===== config.mk =====
export PLATFORM = sky130hd
export DESIGN_NAME = sonic_blocksync_param
export DESIGN_NICKNAME = d
export VERILOG_FILES = /design/src/rtl/sonic_blocksync_pkg.sv /design/src/rtl/sonic_bit_aligner.sv /design/src/rtl/sonic_blocksync_param.sv
export SDC_FILE = /design/constraint.sdc
export NUM_CORES = 1
export LEC_CHECK = 0
export CELL_PAD_IN_SITES_DETAIL_PLACEMENT = 1
export CELL_PAD_IN_SITES_GLOBAL_PLACEMENT = 2
export CORE_MARGIN = 5
export CORE_UTILIZATION = 35
export CTS_BUF_LIST = sky130_fd_sc_hd__clkbuf_4
export CTS_CLUSTER_SIZE = 25
export DETAILED_ROUTE_END_ITERATION = 10
export PLACE_DENSITY_LB_ADDON = 0.1
export REMOVE_ABC_BUFFERS = 1
export SYNTH_ARGS = -nofsm -noshare
export SYNTH_HDL_FRONTEND = slang
export SYNTH_SLANG_ARGS = --single-unit
export TNS_END_PERCENT = 10

===== constraint.sdc =====
create_clock -name clk -period 10.6 [get_ports clk]
set_input_delay 2.12 -clock clk [delete_from_list [all_inputs] [get_ports clk]]
set_output_delay 2.12 -clock clk [all_outputs]
set_load 0.02 [all_outputs]

===== src/rtl/sonic_blocksync_pkg.sv =====
// Shared types and constants for the parametrised block-lock datapath.
// Holds the lock FSM state encoding, default sizing and the sync-header check.
package sonic_blocksync_pkg;

    typedef enum logic [1:0] {
        ST_INIT      = 2'd0,
        ST_TEST_SH   = 2'd1,
        ST_SLIP_HOLD = 2'd2
    } blocksync_state_t;

    localparam int DEF_BLOCK_W     = 66;
    localparam int DEF_SH_WINDOW   = 64;
    localparam int DEF_INVALID_MAX = 16;
    localparam int DEF_SLIP_HOLD   = 1;

    localparam int SH_CNT_W   = 10;
    localparam int HOLD_CNT_W = 4;

    // A sync header is legal only when its two bits differ (01 or 10).
    function automatic logic sh_valid(input logic [1:0] sh);
        return sh[0] ^ sh[1];
    endfunction

endpackage


===== src/rtl/sonic_bit_aligner.sv =====
// Two-word raw buffer plus barrel shifter; emits one aligned block per
// captured word once two words are held, selected by the current offset.
module sonic_bit_aligner
    import sonic_blocksync_pkg::*;
#(
    parameter int BLOCK_W = DEF_BLOCK_W
) (
    input  logic                         clk,
    input  logic                         reset_n,
    input  logic [BLOCK_W-1:0]           in_data,
    input  logic                         in_valid,
    input  logic [$clog2(BLOCK_W)-1:0]   offset,
    output logic [BLOCK_W-1:0]           aligned,
    output logic                         eval
);

    logic [BLOCK_W-1:0]   rx_b1_reg;
    logic [BLOCK_W-1:0]   rx_b2_reg;
    logic                 new_blk_reg;
    logic                 have_one_reg;
    logic                 primed_reg;
    logic [2*BLOCK_W-1:0] combined;

    always_ff @(posedge clk or negedge reset_n) begin
        if (!reset_n) begin
            rx_b1_reg    <= '0;
            rx_b2_reg    <= '0;
            new_blk_reg  <= 1'b0;
            have_one_reg <= 1'b0;
            primed_reg   <= 1'b0;
        end else begin
            new_blk_reg <= in_valid;
            if (in_valid) begin
                rx_b1_reg    <= in_data;
                rx_b2_reg    <= rx_b1_reg;
                have_one_reg <= 1'b1;
                if (have_one_reg) begin
                    primed_reg <= 1'b1;
                end
            end
        end
    end

    // Older word sits in the low half so bit order follows transmission order.
    assign combined = {rx_b1_reg, rx_b2_reg};
    assign aligned  = BLOCK_W'(combined >> offset);
    assign eval     = new_blk_reg && primed_reg;

endmodule


===== src/rtl/sonic_blocksync_param.sv =====
// Block-lock FSM with configurable test window, invalid threshold and
// post-slip hold; registers the aligned block stream and lock statistics.
module sonic_blocksync_param
    import sonic_blocksync_pkg::*;
#(
    parameter int BLOCK_W     = DEF_BLOCK_W,
    parameter int SH_WINDOW   = DEF_SH_WINDOW,
    parameter int INVALID_MAX = DEF_INVALID_MAX,
    parameter int SLIP_HOLD   = DEF_SLIP_HOLD
) (
    input  logic                         clk,
    input  logic                         reset_n,
    input  logic [BLOCK_W-1:0]           in_data,
    input  logic                         in_valid,
    output logic [BLOCK_W-1:0]           out_data,
    output logic                         out_valid,
    output logic                         out_sh_err,
    output logic                         block_lock,
    output logic [$clog2(BLOCK_W)-1:0]   offset,
    output logic                         slip,
    output logic [15:0]                  slip_cnt
);

    localparam int OFF_W = $clog2(BLOCK_W);

    blocksync_state_t      state_reg, state_next;
    logic                  block_lock_reg, block_lock_next;
    logic [OFF_W-1:0]      offset_reg, offset_next;
    logic [SH_CNT_W-1:0]   sh_cnt_reg, sh_cnt_next, sh_cnt_inc;
    logic [SH_CNT_W-1:0]   sh_inv_reg, sh_inv_next, sh_inv_inc;
    logic [HOLD_CNT_W-1:0] hold_cnt_reg, hold_cnt_next, hold_cnt_inc;
    logic                  slip_reg, slip_next;
    logic [15:0]           slip_cnt_reg, slip_cnt_next;
    logic [BLOCK_W-1:0]    out_data_reg;
    logic                  out_valid_reg;
    logic                  out_sh_err_reg;
    logic                  enter_slip;
    logic [BLOCK_W-1:0]    aligned;
    logic                  eval;

    sonic_bit_aligner #(
        .BLOCK_W (BLOCK_W)
    ) u_aligner (
        .clk      (clk),
        .reset_n  (reset_n),
        .in_data  (in_data),
        .in_valid (in_valid),
        .offset   (offset_reg),
        .aligned  (aligned),
        .eval     (eval)
    );

    assign sh_cnt_inc   = sh_cnt_reg + 1'b1;
    assign sh_inv_inc   = sh_inv_reg + 1'b1;
    assign hold_cnt_inc = hold_cnt_reg + 1'b1;

    always_comb begin
        state_next      = state_reg;
        block_lock_next = block_lock_reg;
        offset_next     = offset_reg;
        sh_cnt_next     = sh_cnt_reg;
        sh_inv_next     = sh_inv_reg;
        hold_cnt_next   = hold_cnt_reg;
        slip_next       = 1'b0;
        slip_cnt_next   = slip_cnt_reg;
        enter_slip      = 1'b0;

        case (state_reg)
            ST_INIT: begin
                block_lock_next = 1'b0;
                offset_next     = '0;
                sh_cnt_next     = '0;
                sh_inv_next     = '0;
                hold_cnt_next   = '0;
                state_next      = ST_TEST_SH;
            end
            ST_TEST_SH: begin
                if (eval) begin
                    if (sh_valid(aligned[1:0])) begin
                        if (sh_cnt_inc == SH_CNT_W'(SH_WINDOW)) begin
                            if (sh_inv_reg == '0) begin
                                block_lock_next = 1'b1;
                            end
                            sh_cnt_next = '0;
                            sh_inv_next = '0;
                        end else begin
                            sh_cnt_next = sh_cnt_inc;
                        end
                    end else if (!block_lock_reg || sh_inv_inc == SH_CNT_W'(INVALID_MAX)) begin
                        // Threshold wins over a coincident window end.
                        enter_slip = 1'b1;
                    end else if (sh_cnt_inc == SH_CNT_W'(SH_WINDOW)) begin
                        sh_cnt_next = '0;
                        sh_inv_next = '0;
                    end else begin
                        sh_cnt_next = sh_cnt_inc;
                        sh_inv_next = sh_inv_inc;
                    end
                end
            end
            ST_SLIP_HOLD: begin
                if (SLIP_HOLD == 0) begin
                    state_next = ST_TEST_SH;
                end else if (eval) begin
                    if (hold_cnt_inc == HOLD_CNT_W'(SLIP_HOLD)) begin
                        hold_cnt_next = '0;
                        state_next    = ST_TEST_SH;
                    end else begin
                        hold_cnt_next = hold_cnt_inc;
                    end
                end
            end
            default: begin
                state_next = ST_INIT;
            end
        endcase

        if (enter_slip) begin
            state_next      = ST_SLIP_HOLD;
            block_lock_next = 1'b0;
            sh_cnt_next     = '0;
            sh_inv_next     = '0;
            hold_cnt_next   = '0;
            slip_next       = 1'b1;
            if (slip_cnt_reg != 16'hFFFF) begin
                slip_cnt_next = slip_cnt_reg + 16'd1;
            end
            if (offset_reg == OFF_W'(BLOCK_W - 1)) begin
                offset_next = '0;
            end else begin
                offset_next = offset_reg + 1'b1;
            end
        end
    end

    always_ff @(posedge clk or negedge reset_n) begin
        if (!reset_n) begin
            state_reg      <= ST_INIT;
            block_lock_reg <= 1'b0;
            offset_reg     <= '0;
            sh_cnt_reg     <= '0;
            sh_inv_reg     <= '0;
            hold_cnt_reg   <= '0;
            slip_reg       <= 1'b0;
            slip_cnt_reg   <= '0;
            out_data_reg   <= '0;
            out_valid_reg  <= 1'b0;
            out_sh_err_reg <= 1'b0;
        end else begin
            state_reg      <= state_next;
            block_lock_reg <= block_lock_next;
            offset_reg     <= offset_next;
            sh_cnt_reg     <= sh_cnt_next;
            sh_inv_reg     <= sh_inv_next;
            hold_cnt_reg   <= hold_cnt_next;
            slip_reg       <= slip_next;
            slip_cnt_reg   <= slip_cnt_next;
            out_valid_reg  <= eval;
            if (eval) begin
                out_data_reg   <= aligned;
                out_sh_err_reg <= !sh_valid(aligned[1:0]);
            end
        end
    end

    assign out_data   = out_data_reg;
    assign out_valid  = out_valid_reg;
    assign out_sh_err = out_sh_err_reg;
    assign block_lock = block_lock_reg;
    assign offset     = offset_reg;
    assign slip       = slip_reg;
    assign slip_cnt   = slip_cnt_reg;

endmodule

After elaboration in Yosys (flattened, before gate mapping)
Cells that the tools add are included.
{ "totals": {"register_bits": 254, "latchBits": 0, "mem_bits_rw": 0, "romBits": 0, "input_bits": 69, "output_inout_bits": 93, "elab_cells": 90, "memories": 0} }
{ "classes": {"addsub": 5, "mul": 0, "div": 0, "order_cmp": 0, "eq_ne": 16, "n_shift": 1, "n_mux": 35, "bitwise": 1, "reduce_logical": 16} }
{ "ops": {"columns": ["op", "count"], "rows": [
  ["132-bit by 7-bit right shift with 66-bit output", 1],
  ["10-bit 2-to-1 mux", 11],
  ["10-bit one-hot mux with 2 select lines", 2],
  ["7-bit 2-to-1 mux", 3],
  ["10-bit by 1-bit adder with 10-bit output, second input constant", 2],
  ["3-bit inequality test, second input constant", 6],
  ["16-bit by 1-bit adder with 16-bit output, second input constant", 1],
  ["16-bit inequality test, second input constant", 1],
  ["4-bit 2-to-1 mux", 3],
  ["10-bit by 5-bit == test with 1-bit output, second input constant", 1],
  ["10-bit by 7-bit == test with 1-bit output, second input constant", 1],
  ["10-bit logical NOT", 1],
  ["1-bit 2-to-1 mux", 10],
  ["4-bit inequality test, second input constant", 2],
  ["4-bit one-hot mux with 2 select lines", 1],
  ["7-bit by 1-bit adder with 7-bit output, second input constant", 1],
  ["7-bit == test, second input constant", 1],
  ["2-bit 2-to-1 mux", 3],
  ["2-bit one-hot mux with 3 select lines", 1],
  ["2-bit AND reduction", 3],
  ["3-bit AND reduction", 2],
  ["3-bit nonzero test", 2],
  ["5-bit AND reduction", 1],
  ["4-bit by 1-bit adder with 4-bit output, second input constant", 1],
  ["12 further kinds", 13]
]} }

Longest topological paths before layout
{ "depth": {"ltp_word": 9, "ltp_mapped": 14, "mapped_depth_nobuf": 9} }

Hierarchy
From an unflattened synthesis, not the netlist that was laid out.
{ "unflattened": {"hier_cells": 1825, "area_unflattened_um2": 19730.2} }
{ "by_module_without_submodules": {"columns": ["module", "instances", "cells_each", "area_per_inst_um2", "seq_area_each_um2"], "rows": [
  ["sonic_bit_aligner", 1, 1363, 14267.4, 3378.2],
  ["sonic_blocksync_param", 1, 462, 5462.7, 2977.9]
]} }

Worst setup path before layout
OpenSTA, ideal clock, no wires.
{ "synth_timing": {"kind": "reg-to-reg", "start": "register offset_reg[0] (netlist: offset[0])", "end": "register slip_cnt_reg[12] (netlist: slip_cnt[12])", "setup_time_ns": 0.128, "arrival_time_ns": 3.422, "required_time_ns": 10.472, "path_slack_ns": 7.050, "stages_incl_launch_ff": 12, "n_path_buf": 3, "synth_period_minus_slack_ns": 3.550, "path_cell_list": "dfrtp_1 -> buf_6 -> buf_2 -> mux4_2 -> mux4_2 -> mux2_2 -> nor2_1 -> a211oi_2 -> xor2_1 -> buf_4 -> nor4_2 -> mux2_1"} }
{ "synth_between": {"elab_chain_len": 6} }
{ "synth_lines": {"columns": ["item", "line_no", "text"], "rows": [
  ["start, declared", "sonic_blocksync_param.sv:28", "logic [OFF_W-1:0] offset_reg, offset_next;"],
  ["start signal, assigned", "sonic_blocksync_param.sv:152", "offset_reg <= offset_next;"],
  ["132-bit by 7-bit right shift with 66-bit output", "sonic_bit_aligner.sv:46", "assign aligned = BLOCK_W'(combined >> offset);"],
  ["1-bit XOR", "sonic_blocksync_pkg.sv:21", "return sh[0] ^ sh[1];"],
  ["1-bit 2-to-1 mux", "sonic_blocksync_param.sv:79", "if (sh_valid(aligned[1:0])) begin"],
  ["1-bit 2-to-1 mux", "sonic_blocksync_param.sv:78", "if (eval) begin"],
  ["1-bit 2-to-1 mux", "sonic_blocksync_param.sv:68", "case (state_reg)"],
  ["2-bit AND reduction (no line)", null, null],
  ["end signal, assigned", "sonic_blocksync_param.sv:157", "slip_cnt_reg <= slip_cnt_next;"],
  ["end, declared", "sonic_blocksync_param.sv:33", "logic [15:0] slip_cnt_reg, slip_cnt_next;"]
]} }
Every way passes these cells.
A chain may end at the register's enable or synchronous reset.

Worst setup path in the final report
{ "layout_timing": {"start": "register offset_reg[0] (netlist: offset[0])", "end": "output port offset[0]"} }
{ "layout_rtl": {"columns": ["item", "line_no", "text"], "rows": [
  ["end, declared", "sonic_blocksync_param.sv:19", "output logic [$clog2(BLOCK_W)-1:0] offset,"]
]} }
No word-level cell between the ends.

==> results.md <==
- Outcome: finished with violations
- Failing checks: max-capacitance violations, max-slew violations
- Largest stage delay, worst path: 0.77 ns
- Max_cap viols: 1
- Post-DR vias/cell: 6.01
- Fill cells: 6295
- Final Power: 0.00619 W
- Final net count: 2007
- WL final: 76.9 mm
- Cell chain of the critical path: buf_4 > clkdlybuf4s50_1
- Number of global-route vias before repair: 17400
- Max stage delay cell, worst path: buf_4
- Final worst path period share: 0.499
- Clk pin slew, worst setup/hold paths: 0.06 ns
- Hold Crit Class: reg -> reg
- Final setup vio count: 0
- Hold-critical path endpoint: out_data[27]
- TritonCTS buffer count: 78
- PostCTS Resize Cnt: 0
- Syn Inst Count: 1829
- Post-CTS Setup Inserts: 0
- Core Rows: 88
- Starting DRT DRC Count: 1189
- CP Launch Type: flip-flop
- Drc violations: 0
- Critical Path Source: offset[0]
- Buffers plus inverters on the worst setup path: 2
- DR WL/cell: 27.9 microns
- I/O pins: 162
- Total grt overflow: 0
- Via count: 16600
- Data arrival time of the worst path: 3.17 ns
- Cells on worst reg2reg path: 10
- CP endpoint kind: output pin
- Total number of H-tree levels: 3
- Final Critical Period: 5.29 ns
- Fin Setup TNS: 0 ns
- Largest area contributor in the synthesized netlist: dfrtp_1
- Max VDD drop: 0.0906 mV
- Die Ht: 252 microns
- Starting Density: 0.353
- Clock Skews: 0.0402 ns
- Die area: 63300 sq um
- Detailed Routing Iterations Pass 1: 5
- Detailed placement HPWL: 56.0 mm
- Average cell area after synthesis: 11.2 sq um
- Area growth syn-to-layout: 15.2%
- Synth top area share: 0.311
- Most common flop cell mapped by yosys: dfrtp_1
- Top achievable clock speed: 0.189 GHz
- Reg-to-reg endpoint: sh_cnt_reg[4]
- GRT Overall Usage: 0.238
- Hold path startpoint: out_data[27]
- FF+latch count, synth: 254
- Share of cells above drive strength 1: 0.342
- Routability Congestion: 0.913
- Antenna violations before repair: 2
- Worst path required time: 8.48 ns
- First-pass GRT wire length: 116 mm
- CTS sink count: 254
- PwrDens: 263 nW/um^2
- Crit Reg-Reg Startpoint: offset[0]
- Final hold vios: 0
- Post-detailed-route count of antenna-violating nets: 0
- Crit path max-delay family: buffers and inverters
- Critical Setup Path Class: reg -> out
- R2r setup slk: 5.68 ns
- Largest net degree at the start of global routing: 148
- CTS root buf: clkbuf_4
- Register area share after synthesis: 0.311
- FFs w/ async S/R, synth: 1.00
- Worst hold stages: 2
- Synth unique cells: 67
- Clk_lat worst skew: 0.85 ns
- Max-Slew Margin vs Limit: -0.117
- Synth warn: 0
- Max FO, Critical Path: 63
- Tightest Pin Transition: 1.66 ns
- Mapped cell area: 20400 sq um
- Slew Viols, Final: 5
- Pleak: 9.53 nW
- Chip Width: 252 microns
- Post-CTS Hold Fix Bufs: 0
- Port Buf Inserts: 161
- Core area: 57800 sq um
- EDFF count, synth: 0
- RSZ-0062 raised after global routing: false
- CTS tree: yes
- Hold WS: 0.472 ns
- Clock Tree Buf Depth: 3
- Synth top area cells: dfrtp_1 (31%), mux4_2 (19%), mux2_2 (18%)
## worst max-delay path by stage
stage | endpoint | cells past startpoint
detailed placement | sh_cnt_reg[4] | 10
CTS | offset[0] | 2
finish | offset[0] | 2
floorplan | offset[2] | 8
global route | offset[0] | 2
global placement | sh_cnt_reg[4] | 10
## Yosys cell counts (4+ instances only)
| cell | n |
|---|---|
| mux2_2 | 325 |
| dfrtp_1 | 254 |
| nand2_1 | 183 |
| mux4_2 | 173 |
| mux2i_1 | 159 |
| nor2_1 | 109 |
| clkbuf_1 | 96 |
| o21ai_0 | 74 |
| a21oi_1 | 39 |
| o221ai_1 | 39 |
| inv_1 | 29 |
| buf_1 | 28 |
| nand3_1 | 28 |
| nor3_1 | 25 |
| o21a_1 | 24 |
| buf_2 | 20 |
| o211ai_1 | 18 |
| xor2_1 | 15 |
| buf_4 | 13 |
| and3_1 | 10 |
| o22ai_1 | 10 |
| a211o_1 | 9 |
| nand2b_1 | 9 |
| nand4_1 | 9 |
| nor4_1 | 9 |
| a211oi_1 | 8 |
| buf_6 | 8 |
| ha_1 | 8 |
| a31oi_1 | 6 |
| xnor2_1 | 6 |
| mux2_1 | 5 |
| a31o_2 | 4 |
| and4_1 | 4 |
| nand3b_1 | 4 |
| nand4b_1 | 4 |
| nor2b_1 | 4 |
| o22a_1 | 4 |
| o311ai_0 | 4 |
| or3_1 | 4 |
## logic make-up after synthesis
| group | share of synthesized area |
|---|---|
| XOR/XNOR | 0.00900 |
| AO/OA/AOI/OAI | 0.0896 |
| flip-flops | 0.311 |
| buffers and inverters | 0.0432 |
| multiplexers | 0.450 |
| adder cells (fa/ha/maj) | 0.00490 |
| AND/OR/NAND/NOR | 0.0917 |
## worst reg2reg max path, cell delays in order (launching register included)
cell	delay, ns
dfrtp_4	0.75
buf_4	0.88
mux2_2	0.51
mux4_2	0.52
mux2i_1	0.30
mux4_2	0.33
a211oi_2	0.13
xor2_4	0.22
buf_4	0.29
o21ai_1	0.60
o221ai_1	0.23
## cell usage in the layout, fill, tap and decap left out, drive strengths merged, types with 12 or more instances in the layout
cell type and n:
dfrtp 254, nor2 109, nand2 183, xor2 15, o21ai 75, clkinv 15
mux4 173, nand3 28, inv 33, buf 27, clkbuf 113, a21oi 40
mux2i 159, nor3 25, mux2 330, o21a 24, clkdlybuf4s50 159, o221ai 39
o211ai 18, nor4 12
## where the power goes
group	switching (W)	total (W)	internal, W
Combinational	0.00201	0.00369	0.00168
Clock	0.000466	0.00102	0.000558
Sequential	0.000306	0.00148	0.00118
Total	0.00278	0.00619	0.00342
## final cells by class
type | count | area (sq um) | area share
Antenna cell | 8 | 20.0 | 0.000851
Clock buffer | 113 | 848 | 0.0360
Clock inverter | 19 | 161 | 0.00686
Inverter | 34 | 138 | 0.00585
Multi-Input combinational cell | 1376 | 13200 | 0.562
Sequential cell | 254 | 6370 | 0.271
Tap cell | 765 | 957 | 0.0407
Timing Repair Buffer | 186 | 1820 | 0.0772
## layer usage
layer,track usage,part of all wire,wire length (microns),up-vias
met4,0.0750,0.033,2520,0
met3,0.0439,0.053,4050,124
met5,0,0,0,-
met1,0.314,0.43,32800,8679
met2,0.400,0.49,37500,502
li1,-,-,-,7255
## per-stage QoR
stage               utilization  instances  instance area [sq um]  setup slack [ns]
floorplan                     -       1664                  19700             0.103
global placement          0.389       2615                  22500              5.80
detailed placement        0.389       2615                  22500              5.68
CTS                       0.407       2747                  23500              5.21
global route              0.407       2752                  23500              5.06
finish                    0.407       2755                  23500              5.31
Note: power is estimated with default switching activity, not from simulation.
